$ cat src/rtl/booth_mul_32.sv
// Radix-4 Booth signed 32x32->64 multiplier, one op per clock, no backpressure (valid-only stream).
// Latency 2 cycles; 3 when BOOTH_PIPE_EN registers the sum/carry vectors before the final add.
module booth_mul_32 #(
  parameter int WIDTH = 32
) (
  input  logic               clk,
  input  logic               rst_n,
  input  logic               in_valid,
  input  logic [WIDTH-1:0]   a,
  input  logic [WIDTH-1:0]   b,
  output logic [2*WIDTH-1:0] z,
  output logic               out_valid
);

  localparam int PW        = 2 * WIDTH;
  localparam int NPP       = WIDTH / 2;
  localparam int NROW      = NPP + 1;
  localparam int MW        = WIDTH + 2;
  // 3:2 levels needed to take 17 rows down to 2: 17-12-8-6-4-3-2
  localparam int TREE_LVLS = 6;

  logic [WIDTH-1:0] a_q;
  logic [WIDTH-1:0] b_q;
  logic             vld_q;

  always_ff @(posedge clk) begin
    if (!rst_n) begin
      a_q   <= '0;
      b_q   <= '0;
      vld_q <= 1'b0;
    end else begin
      vld_q <= in_valid;
      if (in_valid) begin
        a_q <= a;
        b_q <= b;
      end
    end
  end

  logic [WIDTH:0]  b_ext;
  logic [NPP-1:0]  dig_neg;
  logic [NPP-1:0]  dig_one;
  logic [NPP-1:0]  dig_two;

  assign b_ext = {b_q, 1'b0};

  always_comb begin
    dig_neg = '0;
    dig_one = '0;
    dig_two = '0;
    for (int i = 0; i < NPP; i++) begin
      dig_one[i] = b_ext[2*i+1] ^ b_ext[2*i];
      dig_two[i] = ( b_ext[2*i+2] & ~b_ext[2*i+1] & ~b_ext[2*i]) |
                   (~b_ext[2*i+2] &  b_ext[2*i+1] &  b_ext[2*i]);
      dig_neg[i] = b_ext[2*i+2] & ~(b_ext[2*i+1] & b_ext[2*i]);
    end
  end

  logic [MW-1:0] a_ext;
  logic [MW-1:0] mag [NPP];
  logic [PW-1:0] pp  [NROW];

  assign a_ext = {{2{a_q[WIDTH-1]}}, a_q};

  // Negative digits use the one's complement here; the +1 lands in the extra row pp[NPP]
  always_comb begin
    for (int i = 0; i < NPP; i++) begin
      mag[i] = (({MW{dig_one[i]}} & a_ext) |
                ({MW{dig_two[i]}} & {a_ext[MW-2:0], 1'b0})) ^ {MW{dig_neg[i]}};
      pp[i]  = {{(PW-MW){mag[i][MW-1]}}, mag[i]} << (2 * i);
    end
    pp[NPP] = '0;
    for (int i = 0; i < NPP; i++) begin
      pp[NPP][2*i] = dig_neg[i];
    end
  end

  logic [PW-1:0] row [NROW];
  logic [PW-1:0] csa_x;
  logic [PW-1:0] csa_y;
  logic [PW-1:0] csa_w;
  int            n_rows;
  int            n_next;
  logic [PW-1:0] red_s;
  logic [PW-1:0] red_c;

  // Wallace-style reduction done in place: each level folds groups of three rows into
  // sum/carry pairs and slides the leftover rows down behind them.
  always_comb begin
    for (int k = 0; k < NROW; k++) begin
      row[k] = pp[k];
    end
    csa_x  = '0;
    csa_y  = '0;
    csa_w  = '0;
    n_rows = NROW;
    n_next = 0;
    for (int lvl = 0; lvl < TREE_LVLS; lvl++) begin
      n_next = 0;
      for (int k = 0; k + 2 < NROW; k += 3) begin
        if (k + 2 < n_rows) begin
          csa_x          = row[k];
          csa_y          = row[k+1];
          csa_w          = row[k+2];
          row[n_next]    = csa_x ^ csa_y ^ csa_w;
          row[n_next+1]  = ((csa_x & csa_y) | (csa_x & csa_w) | (csa_y & csa_w)) << 1;
          n_next         = n_next + 2;
        end
      end
      for (int k = 0; k < NROW; k++) begin
        if (k >= 3 * (n_rows / 3) && k < n_rows) begin
          row[n_next] = row[k];
          n_next      = n_next + 1;
        end
      end
      n_rows = n_next;
    end
    red_s = row[0];
    red_c = row[1];
  end

  logic [PW-1:0] fin_s;
  logic [PW-1:0] fin_c;
  logic          fin_vld;

`ifdef BOOTH_PIPE_EN
  logic [PW-1:0] sum_q;
  logic [PW-1:0] cry_q;
  logic          vld2_q;

  always_ff @(posedge clk) begin
    if (!rst_n) begin
      sum_q  <= '0;
      cry_q  <= '0;
      vld2_q <= 1'b0;
    end else begin
      vld2_q <= vld_q;
      if (vld_q) begin
        sum_q <= red_s;
        cry_q <= red_c;
      end
    end
  end

  assign fin_s   = sum_q;
  assign fin_c   = cry_q;
  assign fin_vld = vld2_q;
`else
  assign fin_s   = red_s;
  assign fin_c   = red_c;
  assign fin_vld = vld_q;
`endif

  always_ff @(posedge clk) begin
    if (!rst_n) begin
      z         <= '0;
      out_valid <= 1'b0;
    end else begin
      out_valid <= fin_vld;
      if (fin_vld) begin
        z <= fin_s + fin_c;
      end
    end
  end

endmodule

$ cat config.mk
export PLATFORM = sky130hd
export DESIGN_NAME = booth_mul_32
export DESIGN_NICKNAME = d
export VERILOG_FILES = /design/src/rtl/booth_mul_32.sv
export SDC_FILE = /design/constraint.sdc
export NUM_CORES = 2
export LEC_CHECK = 0
export CORE_MARGIN = 2
export CORE_UTILIZATION = 60
export DETAILED_ROUTE_END_ITERATION = 6
export PLACE_DENSITY_LB_ADDON = 0.1
export SYNTH_ARGS = -nofsm -noshare
export SYNTH_HDL_FRONTEND = slang
export SYNTH_SLANG_ARGS = --single-unit
export TNS_END_PERCENT = 100
$ cat constraint.sdc
create_clock -name clk -period 8.45 [get_ports clk]
set_input_delay 1.69 -clock clk [delete_from_list [all_inputs] [get_ports clk]]
set_output_delay 1.69 -clock clk [all_outputs]
set_load 0.05 [all_outputs]
# ---- Word-level counts from Yosys, hierarchy flattened
# Cells that the tools add are included.
dict set report totals {
  ff_bits 130
  in_bits 67
}
dict set report classes {
  n_addsub 1
  n_bitwise 337
}
# cell count
set ops {}
lappend ops {{AND 63 bit} 43}
lappend ops {{OR 63 bit} 30}
lappend ops {{XOR 64 bit} 29}
lappend ops {{AND 34 bit} 32}
lappend ops {{OR 34 bit} 16}
lappend ops {{XOR 34 bit} 16}
lappend ops {{AND 63 x 31 -> 63 bit} 2}
lappend ops {{AND 1 bit} 91}
lappend ops {{adder 64 bit} 1}
lappend ops {{XOR 64 x 31 -> 64 bit} 1}
lappend ops {{NOT 1 bit} 47}
lappend ops {{OR 1 bit} 15}
lappend ops {{XOR 1 bit} 15}

# ---- Longest topological paths before layout
dict set report logic_depth {
  depth_word 26
  mapped_depth 27
}

# ---- Worst setup path after synthesis
# OpenSTA, ideal clock, no wires.
dict set report synth_timing {
  path_type {register to register}
  start {register b_q[11]}
  end {register z[62]}
  t_arrival_ns 7.012
  t_required_ns 8.323
  setup_slack_ns 1.311
  path_stages_with_launch 25
  synth_period_minus_slack_ns 7.139
  path_cell_list {dfxtp_1 > ha_1 > nor2b_1 > clkbuf_1 > clkbuf_1 > xor2_1 > fa_1 > fa_1 > fa_1 > inv_1 > fa_1 > inv_1 > fa_1 > inv_1 > fa_1 > ha_1 > clkbuf_1 > a21o_1 > a21o_1 > a21oi_1 > o311ai_1 > a21oi_1 > o22a_1 > o311ai_0 > or3_1}
}
dict set report synth_via {
  elab_chain_len 25
}
# item line
set synth_rtl {}
lappend synth_rtl {{from (decl)} 23} ;# logic [WIDTH-1:0] b_q;
lappend synth_rtl {{from (signal assigned)} 29} ;# b_q <= '0;
lappend synth_rtl {{from (signal assigned)} 35} ;# b_q <= b;
lappend synth_rtl {{NOT 1 bit} {53, 54}}
lappend synth_rtl {{AND 1 bit (2 in series)} 54} ;# (~b_ext[2*i+2] & b_ext[2*i+1] & b_ext[2*i]);
lappend synth_rtl {{OR 1 bit} 53} ;# dig_two[i] = ( b_ext[2*i+2] & ~b_ext[2*i+1] & ~b_ext[2*i]) |
lappend synth_rtl {{AND 34 bit} 69} ;# ({MW{dig_two[i]}} & {a_ext[MW-2:0], 1'b0})) ^ {MW{dig_neg[i]}};
lappend synth_rtl {{OR 34 bit} 68} ;# mag[i] = (({MW{dig_one[i]}} & a_ext) |
lappend synth_rtl {{XOR 34 bit} 69}
lappend synth_rtl {{AND 63 bit} 106} ;# row[n_next+1] = ((csa_x & csa_y) | (csa_x & csa_w) | (csa_y & csa_w)) << 1;
lappend synth_rtl {{OR 63 bit (2 in series)} 106}
lappend synth_rtl {{(+4 left out)} --}
lappend synth_rtl {{OR 63 bit / XOR 64 bit (equally long branches)} {106, 105}}
lappend synth_rtl {{AND 63 bit / OR 63 bit (equally long branches)} 106}
lappend synth_rtl {{OR 63 bit / XOR 64 bit (equally long branches) (2 in series)} {106, 105}}
lappend synth_rtl {{AND 63 bit} 106}
lappend synth_rtl {{OR 63 bit (2 in series)} 106}
lappend synth_rtl {{AND 63 bit} 106}
lappend synth_rtl {{OR 63 bit (2 in series)} 106}
lappend synth_rtl {{adder 64 bit (*)} 161} ;# z <= fin_s + fin_c;
lappend synth_rtl {{to (signal assigned)} 161}
lappend synth_rtl {{to (decl)} 11} ;# output logic [2*WIDTH-1:0] z,
# Every way passes the cells marked *; elsewhere a longest branch is shown, timed or not.
# A chain may end at the register's enable or synchronous reset.

# ---- Worst setup path after layout
dict set report layout_timing {
  start {register b_q[9]}
  end {register z[59]}
}
dict set report layout_via {
  elab_chain_len 25
}
# item line
set layout_rtl {}
lappend layout_rtl {{NOT 1 bit} {53, 54}}
lappend layout_rtl {{AND 1 bit (2 in series)} 54}
lappend layout_rtl {{OR 1 bit} 53}
lappend layout_rtl {{AND 34 bit} 69}
lappend layout_rtl {{OR 34 bit} 68}
lappend layout_rtl {{XOR 34 bit} 69}
lappend layout_rtl {{XOR 64 bit / AND 63 bit (equally long branches)} {105, 106}}
lappend layout_rtl {{XOR 64 bit / OR 63 bit (equally long branches)} {105, 106}}
lappend layout_rtl {{(+5 left out)} --}
lappend layout_rtl {{OR 63 bit / XOR 64 bit (equally long branches)} {106, 105}}
lappend layout_rtl {{AND 63 bit / OR 63 bit (equally long branches)} 106}
lappend layout_rtl {{OR 63 bit / XOR 64 bit (equally long branches) (2 in series)} {106, 105}}
lappend layout_rtl {{AND 63 bit} 106}
lappend layout_rtl {{OR 63 bit (2 in series)} 106}
lappend layout_rtl {{AND 63 bit} 106}
lappend layout_rtl {{OR 63 bit (2 in series)} 106}
lappend layout_rtl {{adder 64 bit (*)} 161}
# Marked as above.

==> metrics <==
Avg WL per Cell 25.07 µm; CP Capture Type flip-flop; Area growth syn-to-layout 7.330%; Finish-stage setup viols 0; die width 237.5 µm; Area after DPL 0.03455 mm²; multi-input combinational cell area 0.02666 mm²; arrival time at the worst endpoint 8.36 ns; GPL Wtd Cong 0.9877; Seq/Total Area, Yosys 7.953%; CP cell instances nand2_1 > o21ai_2 > buf_4 > a22oi_1 > xor2_1 > fa_1 > inv_1 > fa_1 > fa_1 > fa_1 > fa_1 > fa_1 > inv_1 > ha_1 > nand2_1 > nor2_1 > nand3_1 > a211oi_2 > o2111ai_4 > a211oi_1 > o21ai_0 > a32o_1; Sequential Area 0.002619 mm²; via count 27480; wire length of the first global-routing pass 167.9 mm; most frequent cells in the layout 565 x inv_1, 527 x fa_1, 468 x a22oi_1; Post-Syn Instances 3697; final wirelength 108.1 mm; Util after Layout 65.14%; H-tree levels 4; Initial DRC Count 3450; vias in the first global route 28410; Worst-Skew Late Latency 0.50 ns; vias per inst 6.370; Synth Warn # 0; Required @ worst endpoint 8.85 ns; remaining global-route overflow 0; clock slew at reported path FFs 0.07 ns; Synth Net Count 4471; run status completed; Post-Layout Inst Area 0.03512 mm²; first drt pass iteration count 7; Critical Path Most Common Cell fa_1; Final Slew Violations 0; total negative slack 0 ns; post-synthesis cell area 0.03272 mm²; CP max stage cell o21ai_2; Post-CTS Hold Buffers 0; layout cells sized above 1 6.471%; # resized after CTS 0; Starting Density 60.69%; number of remaining DRC errors 0; final hold slack 0.4511 ns; Max Cap Viol 0; largest net degree at the start of global routing 74; Tmin final 7.960 ns; clk sinks 130; num rows 85; Critical Path Max Stage Delay 0.82 ns; initial antenna violation count 2; crit path launch type flip-flop; register bit count reported by yosys 130; Post-layout nets 4377; period utilization 94.20%; Syn Area/Cell 8.851 µm²; skew final 0.01522 ns; ys flop type dfxtp_1; Ports 132; Clock Path Buffers 2; HP Class reg2reg; measured slew at the worst slew-check pin 1.369 ns; fmax 125.6 MHz; worst-path fanout max 16; CP Buf/Inv Count 3; die area 0.05642 mm²; Synth cell types 81; GRT Total Usage 39.11%; root buf cell clkbuf_16; final hold violation count 0; Critical Setup Path Class reg2reg; number of synthesized flops with an enable pin 0; RSZ-0062 raised after global routing false; commonest non-fill, non-tap cell in the layout inv_1; fill cell count 4567; relative slew slack 8.641%; CTS tree built; Async SR Flop Fraction 0%; Die Ht 237.5 µm; Post-CTS Setup Bufs 0; post-DP HPWL 80.75 mm; total CTS buffers 17; CP delay by family, top adder cells; Port-buffer cells 131; Core Box Area 0.05392 mm²; Antenna Nets Post-Route 0
==> cells in the mapped netlist (4+ instances only) <==
master,n,area share (%)
o21bai_1,13,0.30
nand3_1,29,0.44
clkbuf_1,323,3.7
nor3b_1,4,0.092
nand2_1,125,1.4
a21o_1,15,0.34
buf_2,10,0.15
o21a_1,11,0.25
buf_1,27,0.31
or3_1,10,0.19
a31oi_1,6,0.11
buf_6,8,0.28
nor3_1,17,0.26
xnor2_1,162,4.3
fa_1,527,32
o2111ai_1,6,0.16
and3_1,9,0.17
or2_2,4,0.076
nand4_1,28,0.54
o31ai_1,4,0.092
mux2i_1,93,2.8
o211ai_1,9,0.21
nand2b_1,13,0.25
a211oi_1,9,0.21
nor2b_1,13,0.25
inv_1,565,6.5
a21oi_2,10,0.27
ha_1,180,6.9
nor4_1,4,0.076
dfxtp_1,130,8.0
o21ai_0,60,0.92
a21oi_1,137,2.1
and2_1,6,0.11
nand3b_1,4,0.092
a22oi_1,468,11
nor2_1,156,1.8
xor2_1,409,11
o21ai_1,28,0.43
==> routing by layer <==
metal  vias up  track usage [%]  routed length, µm
li1      11870                -                  -
met1     13480            55.25              44840
met2      1822            55.94              44450
met3       307            12.72              14530
met4         2            14.54               4300
met5         -                0                 13
==> path summary, 6_finish.rpt <==
kind	start	endpoint	slack [ns]	depth (start not counted)
max	b_q[9]$_SDFFE_PN0P_	z[59]$_SDFFE_PN0P_	0.49	22
min	z[40]$_SDFFE_PN0P_	z[40]$_SDFFE_PN0P_	0.45	2
max reg2reg	b_q[9]$_SDFFE_PN0P_	z[59]$_SDFFE_PN0P_	0.49	22
min reg2reg	z[40]$_SDFFE_PN0P_	z[40]$_SDFFE_PN0P_	0.45	2
==> tightest hold or removal path, stage by stage (launching register included) <==
cell	delay, ns
dfxtp_1	0.31
nand2_1	0.05
o21ai_1	0.05
==> logic make-up after synthesis <==
logic type,synth area share (%)
buffers and inverters,10.99
AO/OA/AOI/OAI,17.77
adder cells (fa/ha/maj),39.12
XOR/XNOR,15.28
AND/OR/NAND/NOR,6.033
flip-flops,7.953
multiplexers,2.845
==> area by class of cell <==
type                            count  area share [%]
Sequential cell                   130           7.456
Tap cell                          696           2.479
Clock buffer                       18           1.250
Multi-Input combinational cell   2630           75.91
Timing Repair Buffer              257           6.455
Inverter                          567           6.063
Clock inverter                     14          0.3741
Antenna cell                        2         0.01425
==> state kept, by name (all words and copies together), names as in the netlist <==
name,flops
z,64
a_q,32
b_q,32
fin_vld,1
out_valid,1
==> per-stage QoR <==
step / worst slack, ns / instances
floorplan: 1.311 / 3697
global placement: 0.7596 / 4280
detailed placement: 0.6546 / 4280
CTS: 0.6197 / 4312
global route: 0.3652 / 4312
finish: 0.4904 / 4314
Power is left out: the tool's default activity adds up to more than one toggle a clock period on the data nets, which glitch-free logic cannot reach.
